--- config.mk ---
export PLATFORM = sky130hd
export DESIGN_NAME = traffic_phase_controller
export DESIGN_NICKNAME = d
export VERILOG_FILES = /design/src/rtl/traffic_phase_controller.sv
export SDC_FILE = /design/constraint.sdc
export NUM_CORES = 1
export LEC_CHECK = 0
export CORE_MARGIN = 1.5
export CORE_UTILIZATION = 35
export DETAILED_ROUTE_END_ITERATION = 8
export GPL_ROUTABILITY_DRIVEN = 0
export PLACE_DENSITY = 0.61
export SYNTH_ARGS = -nofsm -noshare
export SYNTH_HDL_FRONTEND = slang
export SYNTH_SLANG_ARGS = --single-unit
export TNS_END_PERCENT = 5
--- constraint.sdc ---
create_clock -name clk -period 2.7 [get_ports clk]
set_input_delay 0.27 -clock clk [delete_from_list [all_inputs] [get_ports clk]]
set_output_delay 0.27 -clock clk [all_outputs]
set_load 0.02 [all_outputs]
--- src/rtl/traffic_phase_controller.sv ---
// N-phase round-robin traffic controller: green/yellow/all-red sequencing with
// demand-driven green extension, latched pedestrian requests and a flashing-yellow mode.
module traffic_phase_controller #(
  parameter int NUM_PHASES  = 4,
  parameter int CNT_W       = 8,
  parameter int GREEN_T     = 15,
  parameter int YELLOW_T    = 3,
  parameter int ALLRED_T    = 2,
  parameter int EXTEND_T    = 5,
  parameter int MAX_GREEN_T = 40,
  parameter int FLASH_T     = 4
) (
  input  logic                    clk,
  input  logic                    rst_n,
  input  logic [NUM_PHASES-1:0]   ped_btn,
  input  logic [NUM_PHASES-1:0]   veh_demand,
  input  logic                    flash_en,
  output logic [3*NUM_PHASES-1:0] lamp_o,
  output logic [NUM_PHASES-1:0]   walk_o,
  output logic [2:0]              phase_o,
  output logic [1:0]              state_o,
  output logic [CNT_W-1:0]        timer_o,
  output logic [NUM_PHASES-1:0]   ped_pend_o
);

  typedef enum logic [1:0] {
    S_GREEN  = 2'b00,
    S_YELLOW = 2'b01,
    S_ALLRED = 2'b10,
    S_FLASH  = 2'b11
  } state_t;

  localparam logic [CNT_W-1:0]      GREEN_LD   = CNT_W'(GREEN_T - 1);
  localparam logic [CNT_W-1:0]      YELLOW_LD  = CNT_W'(YELLOW_T - 1);
  localparam logic [CNT_W-1:0]      ALLRED_LD  = CNT_W'(ALLRED_T - 1);
  localparam logic [CNT_W-1:0]      EXTEND_LD  = CNT_W'(EXTEND_T - 1);
  localparam logic [CNT_W-1:0]      FLASH_LD   = CNT_W'(FLASH_T - 1);
  localparam logic [CNT_W:0]        EXT_ADD    = (CNT_W+1)'(EXTEND_T);
  localparam logic [CNT_W:0]        MAX_GREEN  = (CNT_W+1)'(MAX_GREEN_T);
  localparam logic [2:0]            LAST_PHASE = 3'(NUM_PHASES - 1);
  localparam logic [NUM_PHASES-1:0] ONE_HOT0   = {{(NUM_PHASES-1){1'b0}}, 1'b1};

  state_t                r_state, w_state_nxt;
  logic [2:0]            r_phase, w_phase_nxt, w_phase_inc;
  logic [CNT_W-1:0]      r_timer, w_timer_nxt;
  logic [CNT_W-1:0]      r_gcnt, w_gcnt_nxt, w_gcnt_inc;
  logic                  r_blink, w_blink_nxt;
  logic [NUM_PHASES-1:0] r_walk, w_walk_nxt;
  logic [NUM_PHASES-1:0] r_ped_pend, w_pend_clr;
  logic [NUM_PHASES-1:0] r_ped_s1, r_ped_s2, r_ped_prev;
  logic                  r_flash_s1, r_flash_s2;
  logic [NUM_PHASES-1:0] w_ped_edge, w_cur_mask, w_nxt_mask;
  logic [CNT_W:0]        w_ext_sum;
  logic                  w_extend;
  logic [3*NUM_PHASES-1:0] w_lamp;

  assign w_ped_edge  = r_ped_s2 & ~r_ped_prev;
  assign w_phase_inc = (r_phase == LAST_PHASE) ? 3'd0 : r_phase + 3'd1;
  assign w_cur_mask  = ONE_HOT0 << r_phase;
  assign w_nxt_mask  = ONE_HOT0 << w_phase_inc;
  assign w_gcnt_inc  = (r_gcnt == {CNT_W{1'b1}}) ? r_gcnt : r_gcnt + CNT_W'(1);
  // Extension sum is one bit wider than g_cnt so it can never wrap past the cap.
  assign w_ext_sum   = {1'b0, r_gcnt} + EXT_ADD;
  assign w_extend    = (|(veh_demand & w_cur_mask)) &&
                       !(|(r_ped_pend & ~w_cur_mask)) &&
                       (w_ext_sum <= MAX_GREEN);

  always_comb begin
    w_state_nxt = r_state;
    w_phase_nxt = r_phase;
    w_timer_nxt = r_timer - CNT_W'(1);
    w_gcnt_nxt  = r_gcnt;
    w_blink_nxt = r_blink;
    w_walk_nxt  = r_walk;
    w_pend_clr  = '0;
    case (r_state)
      S_GREEN: begin
        w_gcnt_nxt = w_gcnt_inc;
        if (r_flash_s2 || (r_timer == '0 && !w_extend)) begin
          w_state_nxt = S_YELLOW;
          w_timer_nxt = YELLOW_LD;
          w_walk_nxt  = '0;
        end else if (r_timer == '0) begin
          w_timer_nxt = EXTEND_LD;
        end
      end
      S_YELLOW: begin
        if (r_timer == '0) begin
          w_state_nxt = S_ALLRED;
          w_timer_nxt = ALLRED_LD;
        end
      end
      S_ALLRED: begin
        if (r_timer == '0) begin
          if (r_flash_s2) begin
            w_state_nxt = S_FLASH;
            w_timer_nxt = FLASH_LD;
            w_blink_nxt = 1'b1;
          end else begin
            w_state_nxt = S_GREEN;
            w_phase_nxt = w_phase_inc;
            w_timer_nxt = GREEN_LD;
            w_gcnt_nxt  = CNT_W'(1);
            w_walk_nxt  = r_ped_pend & w_nxt_mask;
            w_pend_clr  = w_nxt_mask;
          end
        end
      end
      S_FLASH: begin
        // In flash the timer paces the blink half-period instead of an interval.
        if (!r_flash_s2) begin
          w_state_nxt = S_ALLRED;
          w_timer_nxt = ALLRED_LD;
          w_phase_nxt = LAST_PHASE;
          w_blink_nxt = 1'b1;
        end else if (r_timer == '0) begin
          w_timer_nxt = FLASH_LD;
          w_blink_nxt = ~r_blink;
        end
      end
      default: begin
        w_state_nxt = S_ALLRED;
        w_timer_nxt = ALLRED_LD;
      end
    endcase
  end

  always_ff @(posedge clk or negedge rst_n) begin
    if (!rst_n) begin
      r_state    <= S_ALLRED;
      r_phase    <= LAST_PHASE;
      r_timer    <= ALLRED_LD;
      r_gcnt     <= '0;
      r_blink    <= 1'b1;
      r_walk     <= '0;
      r_ped_pend <= '0;
      r_ped_s1   <= '0;
      r_ped_s2   <= '0;
      r_ped_prev <= '0;
      r_flash_s1 <= 1'b0;
      r_flash_s2 <= 1'b0;
    end else begin
      r_state    <= w_state_nxt;
      r_phase    <= w_phase_nxt;
      r_timer    <= w_timer_nxt;
      r_gcnt     <= w_gcnt_nxt;
      r_blink    <= w_blink_nxt;
      r_walk     <= w_walk_nxt;
      // A fresh edge beats the entry clear, so that request waits a full round.
      r_ped_pend <= (r_ped_pend & ~w_pend_clr) | w_ped_edge;
      r_ped_s1   <= ped_btn;
      r_ped_s2   <= r_ped_s1;
      r_ped_prev <= r_ped_s2;
      r_flash_s1 <= flash_en;
      r_flash_s2 <= r_flash_s1;
    end
  end

  always_comb begin
    w_lamp = '0;
    for (int p = 0; p < NUM_PHASES; p++) begin
      if (r_state == S_FLASH)
        w_lamp[3*p +: 3] = r_blink ? 3'b010 : 3'b000;
      else if (r_phase == 3'(p) && r_state == S_GREEN)
        w_lamp[3*p +: 3] = 3'b001;
      else if (r_phase == 3'(p) && r_state == S_YELLOW)
        w_lamp[3*p +: 3] = 3'b010;
      else
        w_lamp[3*p +: 3] = 3'b100;
    end
  end

  assign lamp_o     = w_lamp;
  assign walk_o     = r_walk;
  assign phase_o    = r_phase;
  assign state_o    = r_state;
  assign timer_o    = r_timer;
  assign ped_pend_o = r_ped_pend;

endmodule

==> results.py <==
metrics = {
    "route": {
        "drc": 1,
        "drtPass1Iterations": 6,
        "dr_total_vias": 2005,
        "totalWireLength_um": 5800,
        "drtIter0Drc": 111,
        "vias_per_cell": 5.32,
        "drt-wirelength-per-cell_um": 15.4,
        "ant_nets": 0,
    },
    "clocking": {
        "cts.repair.resized": 0,
        "cts_root_buffer": "clkbuf_8",
        "numCtsBuffers": 5,
        "clk_pin_slew_ps": 80,
        "clock_path_buffers": 2,
        "cts_tree": "yes",
        "cts_max_level": 2,
        "postCtsHoldBufs": 0,
        "cts_setup_buffers": 0,
        "clk_latency_ps": 300,
        "clock-sinks": 44,
    },
    "worst_hold_path": {
        "hp-class": "in2async",
    },
    "synth": {
        "synth_cell_types": 52,
        "synth_warnings": 0,
        "ys_ff_latch": 44,
        "synth-edff-count": 0,
        "synth_nets": 271,
        "syn_area_mm2": 0.00238,
        "yosys-top-cells-area": "dfrtp_1, dfstp_2, a21oi_1",
        "netlist.area_leader.share_pct": 40.9,
        "seq_area_frac_synth_pct": 46.4,
        "syn-mean-instance-area_um2": 9.43,
        "async_flop_share_pct": 100,
        "synth_cells": 253,
        "synth-main-ff-cell": "dfrtp_1",
        "synth_top_cell_by_area": "dfrtp_1",
    },
    "floorplanning": {
        "core-area_mm2": 0.00646,
        "die_y_um": 85.5,
        "row_count": 29,
        "die_area_mm2": 0.00732,
        "io_pins": 44,
        "die_w_um": 85.5,
        "initial_utilization_pct": 36.9,
    },
    "outcome": {
        "outcome": "complete, but fails checks",
        "violations": "DRC",
    },
    "worst_setup_path": {
        "crit_slowest_cell": "dfstp_2",
        "cp_max_fo": 7,
        "worstPathArrival_ps": 2270,
        "path_cells": "ha_1, nand2b_1, o21ai_0, and2_1, clkdlybuf4s50_1",
        "critPathBufInv": 1,
        "path_delay_family": "flip-flops",
        "cp.required_ps": 2430,
        "cp-start-kind": "flop",
        "worst_r2r_endpoint": "walk_o[3]",
        "crit_type": "reg2out",
        "endpoint_kind": "output pin",
        "regToRegStartpoint": "r_gcnt[0]",
        "reg2reg_slack_ps": 530,
        "cpPeakStageDelay_ps": 600,
        "reg2regPathDepth": 6,
    },
    "pwr": {
        "seq_power_share_pct": 34.9,
        "ir_drop_mv": 0.517,
        "leakage_nw": 1.28,
        "swShare_pct": 43.6,
        "cellInternalPower_mw": 1.75,
        "total_power_mw": 3.11,
        "combPwrFrac_pct": 51.2,
        "power_frac_clock_pct": 13.9,
        "p_per_area_mw_per_mm2": 1040,
        "p_switching_mw": 1.35,
    },
    "sta": {
        "fin_crit_sh_pct": 94.0,
        "relSlewSlack_pct": 34.9,
        "hold_viol_final": 0,
        "rsz0062_at_grt": "no",
        "period_minus_slack_ps": 2540,
        "fin_worst_skew_ps": 6.16,
        "fmax_mhz": 394,
        "fin_ws_ps": 163,
        "drv_slew": 0,
        "tightest_slew_ps": 976,
        "setup_tns_ps": 0,
        "setup_viol": 0,
    },
    "place": {
        "dp.cells": 369,
        "dp_hpwl_um": 4230,
        "dp_slack_ps": 499,
        "io_buffer_count": 43,
    },
    "layout": {
        "antennaDiodeCount": 0,
        "areaGrowthSynthToFinish_pct": 25.3,
        "layout.cells.non_filler": 377,
        "final_util_pct": 46.3,
        "fillCellCount": 639,
        "drive_above_1_share_pct": 8.67,
        "seq_area_mm2": 0.00111,
        "multi_input_area_mm2": 0.00118,
        "nets": 317,
    },
    "grt": {
        "grt_usage_pct": 17.2,
        "grt_start_max_net_pins": 45,
        "antenna_found_initial": 0,
        "overflow": 0,
        "grt_pass1_wl_um": 9900,
        "grt_pass1_vias": 1973,
    },
    "run": {
        "drv_cap": 0,
    },
}
cells in the mapped netlist (5+ instances only):
master and count:
dfrtp_1 39, nor2_1 23, nand2_1 21, a21oi_1 19
inv_1 14, nand3_1 11, o21ai_0 10, nand2b_1 9
nor3_1 9, and2_1 7, ha_1 7, xor2_1 6
buf_2 5, dfstp_2 5, o21ai_1 5, xnor2_1 5
cell usage in the layout, fill, tap and decap left out, types with 3 or more instances in the layout:
cell and n:
clkdlybuf4s50_1 42, dfrtp_1 39, nor2_1 23, nand2_1 21
a21oi_1 19, inv_1 14, nand3_1 11, o21ai_0 10
nor3_1 9, nand2b_1 9, and2_1 7, ha_1 7
xor2_1 6, clkbuf_8 6, xnor2_1 5, o21ai_1 5
dfstp_2 5, buf_4 5, or3_1 4, a22o_1 4
nor2b_1 3, a31oi_1 3, a21boi_0 3, and3_1 3
layout make-up:
cell class / instances / share of cell area (%)
clock buffers: 6 / 2.76
clock inverters: 2 / 0.335
inverters: 14 / 1.76
multi-input cells: 186 / 39.4
flip-flops and latches: 44 / 37.0
well taps: 77 / 3.22
repair buffers: 48 / 15.5
kinds of logic (layout without fill, tap and decap cells):
kind of cell | after synthesis | count (layout) | share of synthesized area (%)
AND/OR/NAND/NOR | 104 | 104 | 23.0
buffers and inverters | 23 | 70 | 4.20
flip-flops | 44 | 44 | 46.4
AO/OA/AOI/OAI | 62 | 62 | 17.8
adder cells (fa/ha/maj) | 8 | 8 | 4.09
XOR/XNOR | 11 | 11 | 4.04
multiplexers | 1 | 1 | 0.420
power by group through the flow:
stage	Combinational, mW	Sequential (mW)	Clock, mW
after detailed placement	1.58	1.09	0
final	1.59	1.08	0.433
after global placement	1.58	1.09	0
after global routing	1.77	1.12	0.480
after floorplan	1.01	1.08	0
after CTS	1.60	1.08	0.455
worst register-to-register path, delay by kind of cell, from the launching register on:
family / cells / cell delay [ps]
flops: 1 / 480
fa+ha+maj: 1 / 350
simple gates: 2 / 570
compound gates: 3 / 720
per-layer routing:
layer	share of wire, %	global-route usage (%)
met5	0	0
met1	47	23.8
met4	1.5	6.16
met3	3.1	3.66
met2	49	26.9
per-stage QoR:
step / hold WS, ps / area, um^2
floorplan: -25.6 / 2380
global placement: 334 / 2900
detailed placement: 338 / 2900
CTS: 174 / 2990
global route: 223 / 2990
finish: 127 / 2990
worst max-delay path by stage:
stage	from	to	slack, ps	cells past startpoint
4_1_cts	phase_o[0]	lamp_o[10]	150	5
3_5_place_dp	phase_o[0]	lamp_o[10]	500	5
2_1_floorplan	phase_o[0]	walk_o[3]	670	7
6_report	phase_o[0]	lamp_o[10]	160	5
5_1_grt	phase_o[0]	lamp_o[10]	5	5
3_3_place_gp	phase_o[0]	lamp_o[10]	530	5
flip-flops by register name, summed over array words and instances, names as in the netlist:
name        flops
walk_o          4
r_ped_prev      4
state_o         2
phase_o         3
r_gcnt          8
timer_o         8
r_flash_s2      1
r_ped_s1        4
r_ped_s2        4
ped_pend_o      4
r_flash_s1      1
r_blink         1
No activity file was read; power rests on OpenSTA's default activity.
